$ cat config.mk
export PLATFORM = sky130hd
export DESIGN_NAME = call_stack_flat
export DESIGN_NICKNAME = d
export VERILOG_FILES = /design/src/rtl/call_stack_pkg.sv /design/src/rtl/call_stack_if.sv /design/src/rtl/call_stack_mem.sv /design/src/rtl/call_stack.sv /design/src/flat_wrapper.sv
export SDC_FILE = /design/constraint.sdc
export NUM_CORES = 1
export LEC_CHECK = 0
export ABC_AREA = 1
export CELL_PAD_IN_SITES_DETAIL_PLACEMENT = 0
export CELL_PAD_IN_SITES_GLOBAL_PLACEMENT = 1
export CORE_AREA = 8 8 235 237
export DETAILED_ROUTE_END_ITERATION = 8
export DIE_AREA = 0 0 243 245
export PLACE_DENSITY_LB_ADDON = 0.1
export RECOVER_POWER = 50
export SLEW_MARGIN = 20
export SYNTH_ARGS = -nofsm -noshare
export SYNTH_HDL_FRONTEND = slang
export SYNTH_HIERARCHICAL = 1
export SYNTH_SLANG_ARGS = --single-unit
$ cat constraint.sdc
create_clock -name clock -period 8.76 [get_ports clock]
set_input_delay 1.752 -clock clock [delete_from_list [all_inputs] [get_ports clock]]
set_output_delay 1.752 -clock clock [all_outputs]
set_load 0.05 [all_outputs]
$ cat src/rtl/call_stack_pkg.sv
// Shared constants and types for the return-address stack and its PC-stage neighbour.
package call_stack_pkg;

  localparam logic HIGH = 1'b1;
  localparam logic LOW  = 1'b0;

  localparam int unsigned STACK_DEPTH = 16;
  localparam int unsigned STACK_WIDTH = 32;

  typedef enum logic [1:0] {
    PC_INC    = 2'b00,
    PC_BRANCH = 2'b01,
    PC_STACK  = 2'b10,
    PC_HOLD   = 2'b11
  } pcsrc_e;

  // Encoded as {push, pop} so the request pair casts straight onto it.
  typedef enum logic [1:0] {
    OP_NONE    = 2'b00,
    OP_POP     = 2'b01,
    OP_PUSH    = 2'b10,
    OP_REPLACE = 2'b11
  } stack_op_e;

endpackage

$ cat src/rtl/call_stack_if.sv
// Request/response bundle between the CALL/RET control and the return-address stack.
interface call_stack_if #(
  parameter int unsigned WIDTH = 32
);
  logic             EN;
  logic             push;
  logic             pop;
  logic [WIDTH-1:0] push_data;
  logic [WIDTH-1:0] top;
  logic             empty;
  logic             full;
  logic             overflow;
  logic             underflow;

  modport master (
    output EN, push, pop, push_data,
    input  top, empty, full, overflow, underflow
  );

  modport slave (
    input  EN, push, pop, push_data,
    output top, empty, full, overflow, underflow
  );
endinterface

$ cat src/rtl/call_stack_mem.sv
// stack_mem: DEPTH x WIDTH register array, one synchronous write port, one async read port.
module stack_mem #(
  parameter int unsigned WIDTH = 32,
  parameter int unsigned DEPTH = 16,
  parameter int unsigned AW    = 4
) (
  input  logic             clock,
  input  logic             we,
  input  logic [AW-1:0]    waddr,
  input  logic [WIDTH-1:0] wdata,
  input  logic [AW-1:0]    raddr,
  output logic [WIDTH-1:0] rdata
);

  logic [WIDTH-1:0] mem_q [DEPTH];

  always_ff @(posedge clock) begin
    if (we) begin
      mem_q[waddr] <= wdata;
    end
  end

  assign rdata = mem_q[raddr];

endmodule

$ cat src/rtl/call_stack.sv
// Return-address stack for CALL/RET feeding the PC stage's topStack input.
// Define CALL_STACK_ERR_EN to get sticky overflow/underflow flags; otherwise they read 0.
module call_stack
  import call_stack_pkg::*;
#(
  parameter int unsigned WIDTH = STACK_WIDTH,
  parameter int unsigned DEPTH = STACK_DEPTH,
  parameter int unsigned PTR_W = $clog2(DEPTH) + 1
) (
  input  logic         clock,
  input  logic         reset,
  call_stack_if.slave  stk
);

  localparam int unsigned AW = PTR_W - 1;

  logic [PTR_W-1:0] sp_q, sp_d;
  logic             we;
  logic [AW-1:0]    waddr;
  logic [AW-1:0]    raddr;
  logic [WIDTH-1:0] rdata;
  logic             is_empty, is_full;
  logic             ovf_set, unf_set;
  stack_op_e        op;

  assign is_empty = (sp_q == '0);
  assign is_full  = (sp_q == PTR_W'(DEPTH));
  assign raddr    = AW'(sp_q - 1'b1);
  assign op       = stack_op_e'({stk.push, stk.pop});

  always_comb begin
    sp_d    = sp_q;
    we      = 1'b0;
    waddr   = AW'(sp_q);
    ovf_set = 1'b0;
    unf_set = 1'b0;
    if (stk.EN) begin
      unique case (op)
        OP_PUSH: begin
          if (!is_full) begin
            we   = 1'b1;
            sp_d = sp_q + 1'b1;
          end else begin
            ovf_set = 1'b1;
          end
        end
        OP_POP: begin
          if (!is_empty) sp_d = sp_q - 1'b1;
          else           unf_set = 1'b1;
        end
        OP_REPLACE: begin
          // Tail-call overwrites the top in place; on an empty stack it degrades to a push.
          we = 1'b1;
          if (!is_empty) begin
            waddr = raddr;
          end else begin
            sp_d    = sp_q + 1'b1;
            unf_set = 1'b1;
          end
        end
        default: ;
      endcase
    end
  end

  always_ff @(posedge clock) begin
    if (reset) sp_q <= '0;
    else       sp_q <= sp_d;
  end

  stack_mem #(
    .WIDTH (WIDTH),
    .DEPTH (DEPTH),
    .AW    (AW)
  ) u_mem (
    .clock (clock),
    .we    (we && !reset),
    .waddr (waddr),
    .wdata (stk.push_data),
    .raddr (raddr),
    .rdata (rdata)
  );

  assign stk.top   = is_empty ? '0 : rdata;
  assign stk.empty = is_empty;
  assign stk.full  = is_full;

`ifdef CALL_STACK_ERR_EN
  logic ovf_q, unf_q;

  always_ff @(posedge clock) begin
    if (reset) begin
      ovf_q <= 1'b0;
      unf_q <= 1'b0;
    end else begin
      ovf_q <= ovf_q | ovf_set;
      unf_q <= unf_q | unf_set;
    end
  end

  assign stk.overflow  = ovf_q;
  assign stk.underflow = unf_q;
`else
  logic err_unused;
  assign err_unused    = ovf_set | unf_set;
  assign stk.overflow  = LOW;
  assign stk.underflow = LOW;
`endif

endmodule
$ cat src/flat_wrapper.sv
// flat-port wrapper written by rule: the top's interface ports become plain ports
module call_stack_flat import call_stack_pkg::*;
#(
  parameter int unsigned WIDTH = STACK_WIDTH,
  parameter int unsigned DEPTH = STACK_DEPTH,
  parameter int unsigned PTR_W = $clog2(DEPTH) + 1
)
  (clock, reset, stk_EN, stk_push, stk_pop, stk_push_data, stk_top, stk_empty, stk_full, stk_overflow, stk_underflow);
  call_stack_if #(.WIDTH(WIDTH)) stk_i ();
  input  logic clock;
  input  logic reset;
  input wire logic [$bits(stk_i.EN)-1:0] stk_EN;
  input wire logic [$bits(stk_i.push)-1:0] stk_push;
  input wire logic [$bits(stk_i.pop)-1:0] stk_pop;
  input wire logic [$bits(stk_i.push_data)-1:0] stk_push_data;
  output wire logic [$bits(stk_i.top)-1:0] stk_top;
  output wire logic [$bits(stk_i.empty)-1:0] stk_empty;
  output wire logic [$bits(stk_i.full)-1:0] stk_full;
  output wire logic [$bits(stk_i.overflow)-1:0] stk_overflow;
  output wire logic [$bits(stk_i.underflow)-1:0] stk_underflow;
  assign stk_i.EN = stk_EN;
  assign stk_i.push = stk_push;
  assign stk_i.pop = stk_pop;
  assign stk_i.push_data = stk_push_data;
  assign stk_top = stk_i.top;
  assign stk_empty = stk_i.empty;
  assign stk_full = stk_i.full;
  assign stk_overflow = stk_i.overflow;
  assign stk_underflow = stk_i.underflow;
  call_stack #(.WIDTH(WIDTH), .DEPTH(DEPTH), .PTR_W(PTR_W)) u_core (.clock(clock), .reset(reset), .stk(stk_i));
endmodule
==> reports/summary.txt, run 1 <==
top-count cell post-synth - nand2_1
Iter 0 DRT Violations - 1099
highest metal used - met4
RSZ-0062 raised after global routing - no
clock sinks - 517
slowest stage delay, CP - 0.72 ns
post-CTS setup buffer count - 0
Slew Limit Fails - 38
Worst Path Buf+Inv - 7
crit path to - stk_top[10]
R2R Setup Slk - 2.88 ns
IO buf count - 70
initial antenna violation count - 1
Post-synth EDFFs - 512
starting density of the core - 44.30%
Crit. Startpoint - u_core/sp_q[0]
H-tree depth - 2
post-synth top area cell - edfxtp_1
Worst Max-Slew Pin Slew - 2.138 ns
Worst Hold Class - reg2reg
Critical Path Sink Type - primary output
M1 WL - 27080 um
clock tree buffer depth - 3
CTS root buffer - clkbuf_16
clock-pin transition on the worst setup and hold timing paths - 0.06 ns
met2 routed WL - 29550 um
Worst Path Arrival - 4.91 ns
cells along the critical path - inv_8 -> buf_4 -> nand2_1 -> nand2_1 -> nand2_1 -> inv_2 -> buf_4 -> inv_2 -> nand3_1 -> nand2_1 -> nand2_1 -> inv_1 -> clkdlybuf4s50_1
R2R Path Start - u_core/sp_q[0]
top post-synthesis cells by count - nand2_1, edfxtp_1, inv_1, nand3_1, buf_2
nets - 2334
Die ar. - 59540 um2
setup TNS - 0 ns
worst-skew pair later-pin latency - 0.61 ns
Max VDD drop - 0.0001529 V
ys async rst share - 0%
Slew HR - -42.92%
first-pass GRT wire length - 91890 um
largest net degree at the start of global routing - 152
capturing point of the worst reg2reg path - u_core/u_mem/mem_q[2][20]
DPL Wire Length - 32280 um
met3 WL post-DR - 2646 um
hold_buf cts - 0
Synth area leaders - edfxtp_1, nand2_1, nand3_1, inv_1, buf_6
post-synthesis sequential area ratio - 67.56%
Critical Path Most Common Cell - nand2_1
vias per cell - 5.002
Crit path depth - 13
gpl congestion - 0.7689
Final setup viols - 0
synthesis-to-layout area growth - 12.44%
layout filler cell count - 4760
Synth Flop Type - edfxtp_1
post-CTS sizing - 0
DR pass1 iterations - 5
crit path kind - reg2out
clock buffer count from CTS - 55
drt total wl - 60680 um
vias in the first global route - 14703
I/O pin count - 73
failing checks - capacitance limit, slew limit
worst path required time - 7.01 ns
status - finished, violations left
crit path launch type - flip-flop
TritonCTS clock tree - done
Netlist cell types - 28
CP top delay family - buffers and inverters
Yosys top cell area share - 67.12%
fin crit share - 76.00%
Routed Antenna Nets - 0
Die Span Y - 245 um
YS warnings - 6
Post-Syn Instances - 2250
Global Route Usage Sum - 20.21%
Cell Area, Synth - 22910 um2
Power Dens Cells - 242.9 nW/um2
Synth Area per Inst - 10.18 um2
core area - 51710 um2
share of post-route cells with drive strength above 1 - 5.306%
max cap viols - 1
slowest CP cell - clkdlybuf4s50_1
maximum net fanout on the critical path - 77
WL/cell - 20.05 um
final hold violation count - 0
Yosys reg bits - 517
Clock Skew - 0.01940 ns
fin crit period - 6.657 ns
Core Util, Final - 49.81%
GRT Residual Overflow - 0
R2R depth - 9
final total power - 6.256 mW
Cell Rows - 84
DIE WIDTH - 243 um
routed vias - 15137
Leakage - 11.02 nW
Max Clock Freq - 0.1502 GHz
Residual DRC - 0
==> report_power, final <==
group	internal [mW]	leakage, nW	switching, mW
sequential	2.75	4.65	0.00911
clock	1.29	0.834	0.941
combinational	0.335	5.54	0.929
total	4.38	11.0	1.88
==> stage by stage <==
| step | cell area (um2) | hold slack [ns] | std cells | worst slack [ns] |
|---|---|---|---|---|
| finish | 25760 | 0.5491 | 3026 | 2.103 |
| global route | 25760 | 0.5856 | 3026 | 1.789 |
| detailed placement | 24090 | 0.5439 | 2926 | 2.676 |
| CTS | 25800 | 0.5527 | 3025 | 2.010 |
| global placement | 24090 | 0.5405 | 2926 | 2.744 |
| floorplan | 22910 | 0.4919 | 2251 | 4.441 |
==> registers in the layout, indices dropped and copies added (netlist names) <==
| signal | count |
|---|---|
| u_core/sp_q | 5 |
| u_core/u_mem/mem_q | 512 |
==> logic make-up after synthesis <==
family	share of synthesized area [%]
AO/OA/AOI/OAI	0.2349
AND/OR/NAND/NOR	21.53
buffers and inverters	10.48
flip-flops	67.56
XOR/XNOR	0.07648
adder cells (fa/ha/maj)	0.1092
other	0.01637
==> routing by layer <==
layer,vias to the layer above,track usage [%]
met4,0,5.783
met1,7422,26.95
li1,7292,-
met5,-,0
met2,335,34.05
met3,88,3.239
==> worst min-delay path by stage <==
stage,start,end,cells past startpoint
after detailed placement,u_core/sp_q[4],u_core/sp_q[4],2
final,u_core/sp_q[4],u_core/sp_q[4],2
after global placement,u_core/sp_q[4],u_core/sp_q[4],2
after CTS,u_core/sp_q[4],u_core/sp_q[4],2
after floorplan,u_core/sp_q[4],u_core/sp_q[4],2
after global routing,u_core/sp_q[4],u_core/sp_q[4],2
==> area by class of cell <==
class / instances / area (um2) / share of cell area (%)
Tap cell: 688 / 860.8 / 3.342
Clock buffer: 68 / 1468 / 5.698
Inverter: 441 / 1680 / 6.524
Antenna cell: 1 / 2.502 / 0.009715
Multi-Input combinational cell: 1182 / 5120 / 19.88
Clock inverter: 31 / 240.2 / 0.9327
Sequential cell: 517 / 15470 / 60.08
Timing Repair Buffer: 98 / 910.9 / 3.536
==> placed cells by master (no fill, tap or decap), types with 13 or more instances in the layout <==
cell and count:
inv_1 434, nor2_4 15, nor2_1 13, clkdlybuf4s50_1 38, clkinv_1 17, buf_4 28
clkbuf_16 57, nand3_1 394, nand2_1 736, edfxtp_1 512, dlygate4sd3_1 32
==> worst register-to-register path, stage by stage, from the launching register on <==
cell     delay, ns
dfxtp_1       0.39
inv_8         0.39
ha_1          0.35
nand3_1       1.52
nand2_1       0.70
nand2_1       0.09
o21ai_0       0.16
nand2_1       0.28
nor2_1        1.01
buf_4         0.60
No activity file was read; power rests on OpenSTA's default activity.
==> run 2: changes to the inputs <==
==> constraint.sdc (replaced) <==
create_clock -name clock -period 6.7 [get_ports clock]
set_input_delay 1.34 -clock clock [delete_from_list [all_inputs] [get_ports clock]]
set_output_delay 1.34 -clock clock [all_outputs]
set_load 0.05 [all_outputs]
==> run 2 against run 1 <==
Compared with the run above: the run now ends clean; non-clock buffer count up 9; utilization increased by 0.37 points; cell count grew 0.33%; die area unchanged; sequential power grew 30%; worst setup slack got worse by 1.2 ns; worst hold slack worse by 0.0049 ns; first-iteration DRC count up 8.6%; count of clock-buffer cells in the layout fell by 1; sequential cell count unchanged; global-route usage up 0.19 points; total power up 32%; largest power group unchanged; highest routed layer is now met5.
==> reports/summary.txt, run 2 (same netlist as run 1, synthesis figures left out) <==
most frequent cells in the layout - nand2_1, edfxtp_1, inv_1, nand3_1, clkbuf_16
TritonCTS clock tree - done
clock buffer count from CTS - 55 (unchanged)
maximum net fanout on the critical path - 73 (-5.2%)
max cap viols - 0 (-1)
Leakage - 11.11 nW (+0.86%)
clock-pin transition on the worst setup and hold timing paths - 0.06 ns (about the same)
drt total wl - 60700 um (about the same)
cells along the critical path - inv_8 -> ha_1 -> inv_1 -> nand2_1 -> nand2_4 -> inv_2 -> buf_4 -> nand3_1 -> nand3_1 -> nand2_1 -> nand2_1 -> inv_1 -> clkdlybuf4s50_1
nets - 2343 (+0.39%)
fin crit share - 85.86%
starting density of the core - 44.30% (unchanged)
initial antenna violation count - 5 (+4)
fin crit period - 5.752 ns
Cell Rows - 84 (unchanged)
most common cell after layout, fill and taps aside - nand2_1
Power Dens Cells - 319.1 nW/um2 (+31%)
GRT Residual Overflow - 0 (unchanged)
routed vias - 15197 (+0.40%)
final hold violation count - 0 (unchanged)
post-CTS sizing - 0 (unchanged)
DR pass1 iterations - 6 (+1)
Final setup viols - 0 (unchanged)
CTS root buffer - clkbuf_16
grt met2 use - 34.15% (+0.099 points)
gpl congestion - 0.7788 (+1.3%)
RSZ-0062 raised after global routing - no
Max VDD drop - 0.0002509 V (+64%)
GR peak layer - met2
Worst Hold Class - reg2reg
vias per cell - 5.006 (about the same)
most flop-heavy register - u_core/u_mem/mem_q
I/O pin count - 73 (unchanged)
H-tree depth - 2 (unchanged)
Clock Skew - 0.01870 ns (-0.0007049 ns)
crit path kind - reg2out
setup TNS - 0 ns (unchanged)
Die Span Y - 245 um (unchanged)
DIE WIDTH - 243 um (unchanged)
diode count - 0 (-1)
vias in the first global route - 15026 (+2.2%)
synthesis-to-layout area growth - 13.29%
post-CTS setup buffer count - 0 (unchanged)
clock sinks - 517 (unchanged)
worst path required time - 5.36 ns (-1.65 ns)
top flop regs - u_core/u_mem/mem_q: 512 flops, u_core/sp_q: 5 flops
hold_buf cts - 0 (unchanged)
Worst Path Buf+Inv - 6 (-1)
Slew Limit Fails - 0 (-100%)
share of post-route cells with drive strength above 1 - 5.707% (+0.40 points)
Max Clock Freq - 0.1738 GHz
Global Route Usage Sum - 20.40% (+0.19 points)
crit path launch type - flip-flop
largest net degree at the start of global routing - 192 (+26%)
clock tree buffer depth - 3 (unchanged)
Iter 0 DRT Violations - 1194 (+8.6%)
Slew HR - 6.197% (+49 points)
Worst Max-Slew Pin Slew - 1.402 ns (-0.7360 ns)
Die ar. - 59540 um2 (unchanged)
DPL Wire Length - 32770 um (+1.5%)
Largest register FFs - 512 (unchanged)
IO buf count - 70 (unchanged)
Routed Antenna Nets - 0 (unchanged)
CP top delay family - buffers and inverters
cell count after placement - 2935 (+0.31%)
grt met3 use - 3.326% (+0.087 points)
worst-skew pair later-pin latency - 0.61 ns (about the same)
Worst Path Arrival - 4.41 ns (-0.50 ns)
Critical Path Most Common Cell - nand2_1
slowest CP cell - clkdlybuf4s50_1
WL/cell - 19.99 um (-0.31%)
core area - 51710 um2 (unchanged)
first-pass GRT wire length - 92940 um (+1.1%)
Residual DRC - 0 (unchanged)
Critical Path Sink Type - primary output
post-route non-filler standard cell count - 3036 (+0.33%)
slowest stage delay, CP - 0.71 ns (about the same)
status - complete, no violations
met1 Use GR - 27.54% (+0.59 points)
-- run 2: changes by cell type in the layout (fill, tap and decap cells not counted) --
cell | previous run | this run
diode_2 | 1 | 0
clkinv_2 | 8 | 6
buf_16 | 0 | 1
buf_12 | 0 | 3
bufinv_16 | 4 | 6
buf_4 | 28 | 32
clkinv_1 | 17 | 19
nand3_1 | 394 | 393
clkinv_4 | 1 | 2
nand3_4 | 0 | 1
-- run 2: path summary, 6_finish.rpt --
kind | cells after the start | slack, ns | start | end
worst max-delay path | 13 | 0.95 | u_core/sp_q[0] | stk_top[31]
worst min-delay path | 2 | 0.54 | u_core/sp_q[4] | u_core/sp_q[4]
worst max register to register | 11 | 1.78 | u_core/sp_q[0] | u_core/u_mem/mem_q[0][20]
worst min register to register | 2 | 0.54 | u_core/sp_q[4] | u_core/sp_q[4]
-- run 2: stage by stage --
stage | hold WS (ns) | total power [mW] | cell area [um2] | utilization [%] | worst slack (ns)
after CTS | 0.5400 | 8.386 | 26000 | 50.29 | 0.9165
after global routing | 0.5702 | 8.631 | 25950 | 50.19 | 0.6608
after detailed placement | 0.5327 | 5.363 | 24230 | 46.87 | 1.604
after floorplan | 0.4919 | 4.776 | 22910 | - | 2.793
after global placement | 0.5337 | 5.356 | 24160 | 46.72 | 1.658
final | 0.5441 | 8.281 | 25950 | 50.19 | 0.9476
-- run 2: final cells by class --
| class | instances | area (um2) |
|---|---|---|
| fill | 4717 | 25760 |
| inverter | 441 | 1680 |
| multi-input combinational | 1182 | 5132 |
| clock buffer | 67 | 1464 |
| timing repair buffer | 107 | 1032 |
| clock inverter | 34 | 306.5 |
| sequential | 517 | 15470 |
| tap | 688 | 860.8 |
-- run 2: power breakdown --
part | switching, mW | internal [mW] | total, mW
clock | 1.24 | 1.77 | 3.01
sequential | 0.0117 | 3.59 | 3.60
combinational | 1.22 | 0.451 | 1.67
total | 2.47 | 5.81 | 8.28
-- run 2: routing by layer --
| layer | up-vias | part of all wire [%] |
|---|---|---|
| li1 | 7315 | - |
| met1 | 7454 | 46 |
| met2 | 325 | 47 |
| met3 | 101 | 4.7 |
| met4 | 2 | 2.3 |
| met5 | - | 0.015 |
-- run 2: worst register-to-register path: stages, from the launching register on --
cell and delay, ns:
dfxtp_1 0.38, inv_8 0.39, ha_1 0.41, nand3_4 0.60, nand2_1 0.39, o22ai_1 0.18
nor2_1 0.12, nand2_1 0.21, nor2_1 0.62, clkbuf_1 0.89, buf_16 0.25, buf_4 0.19
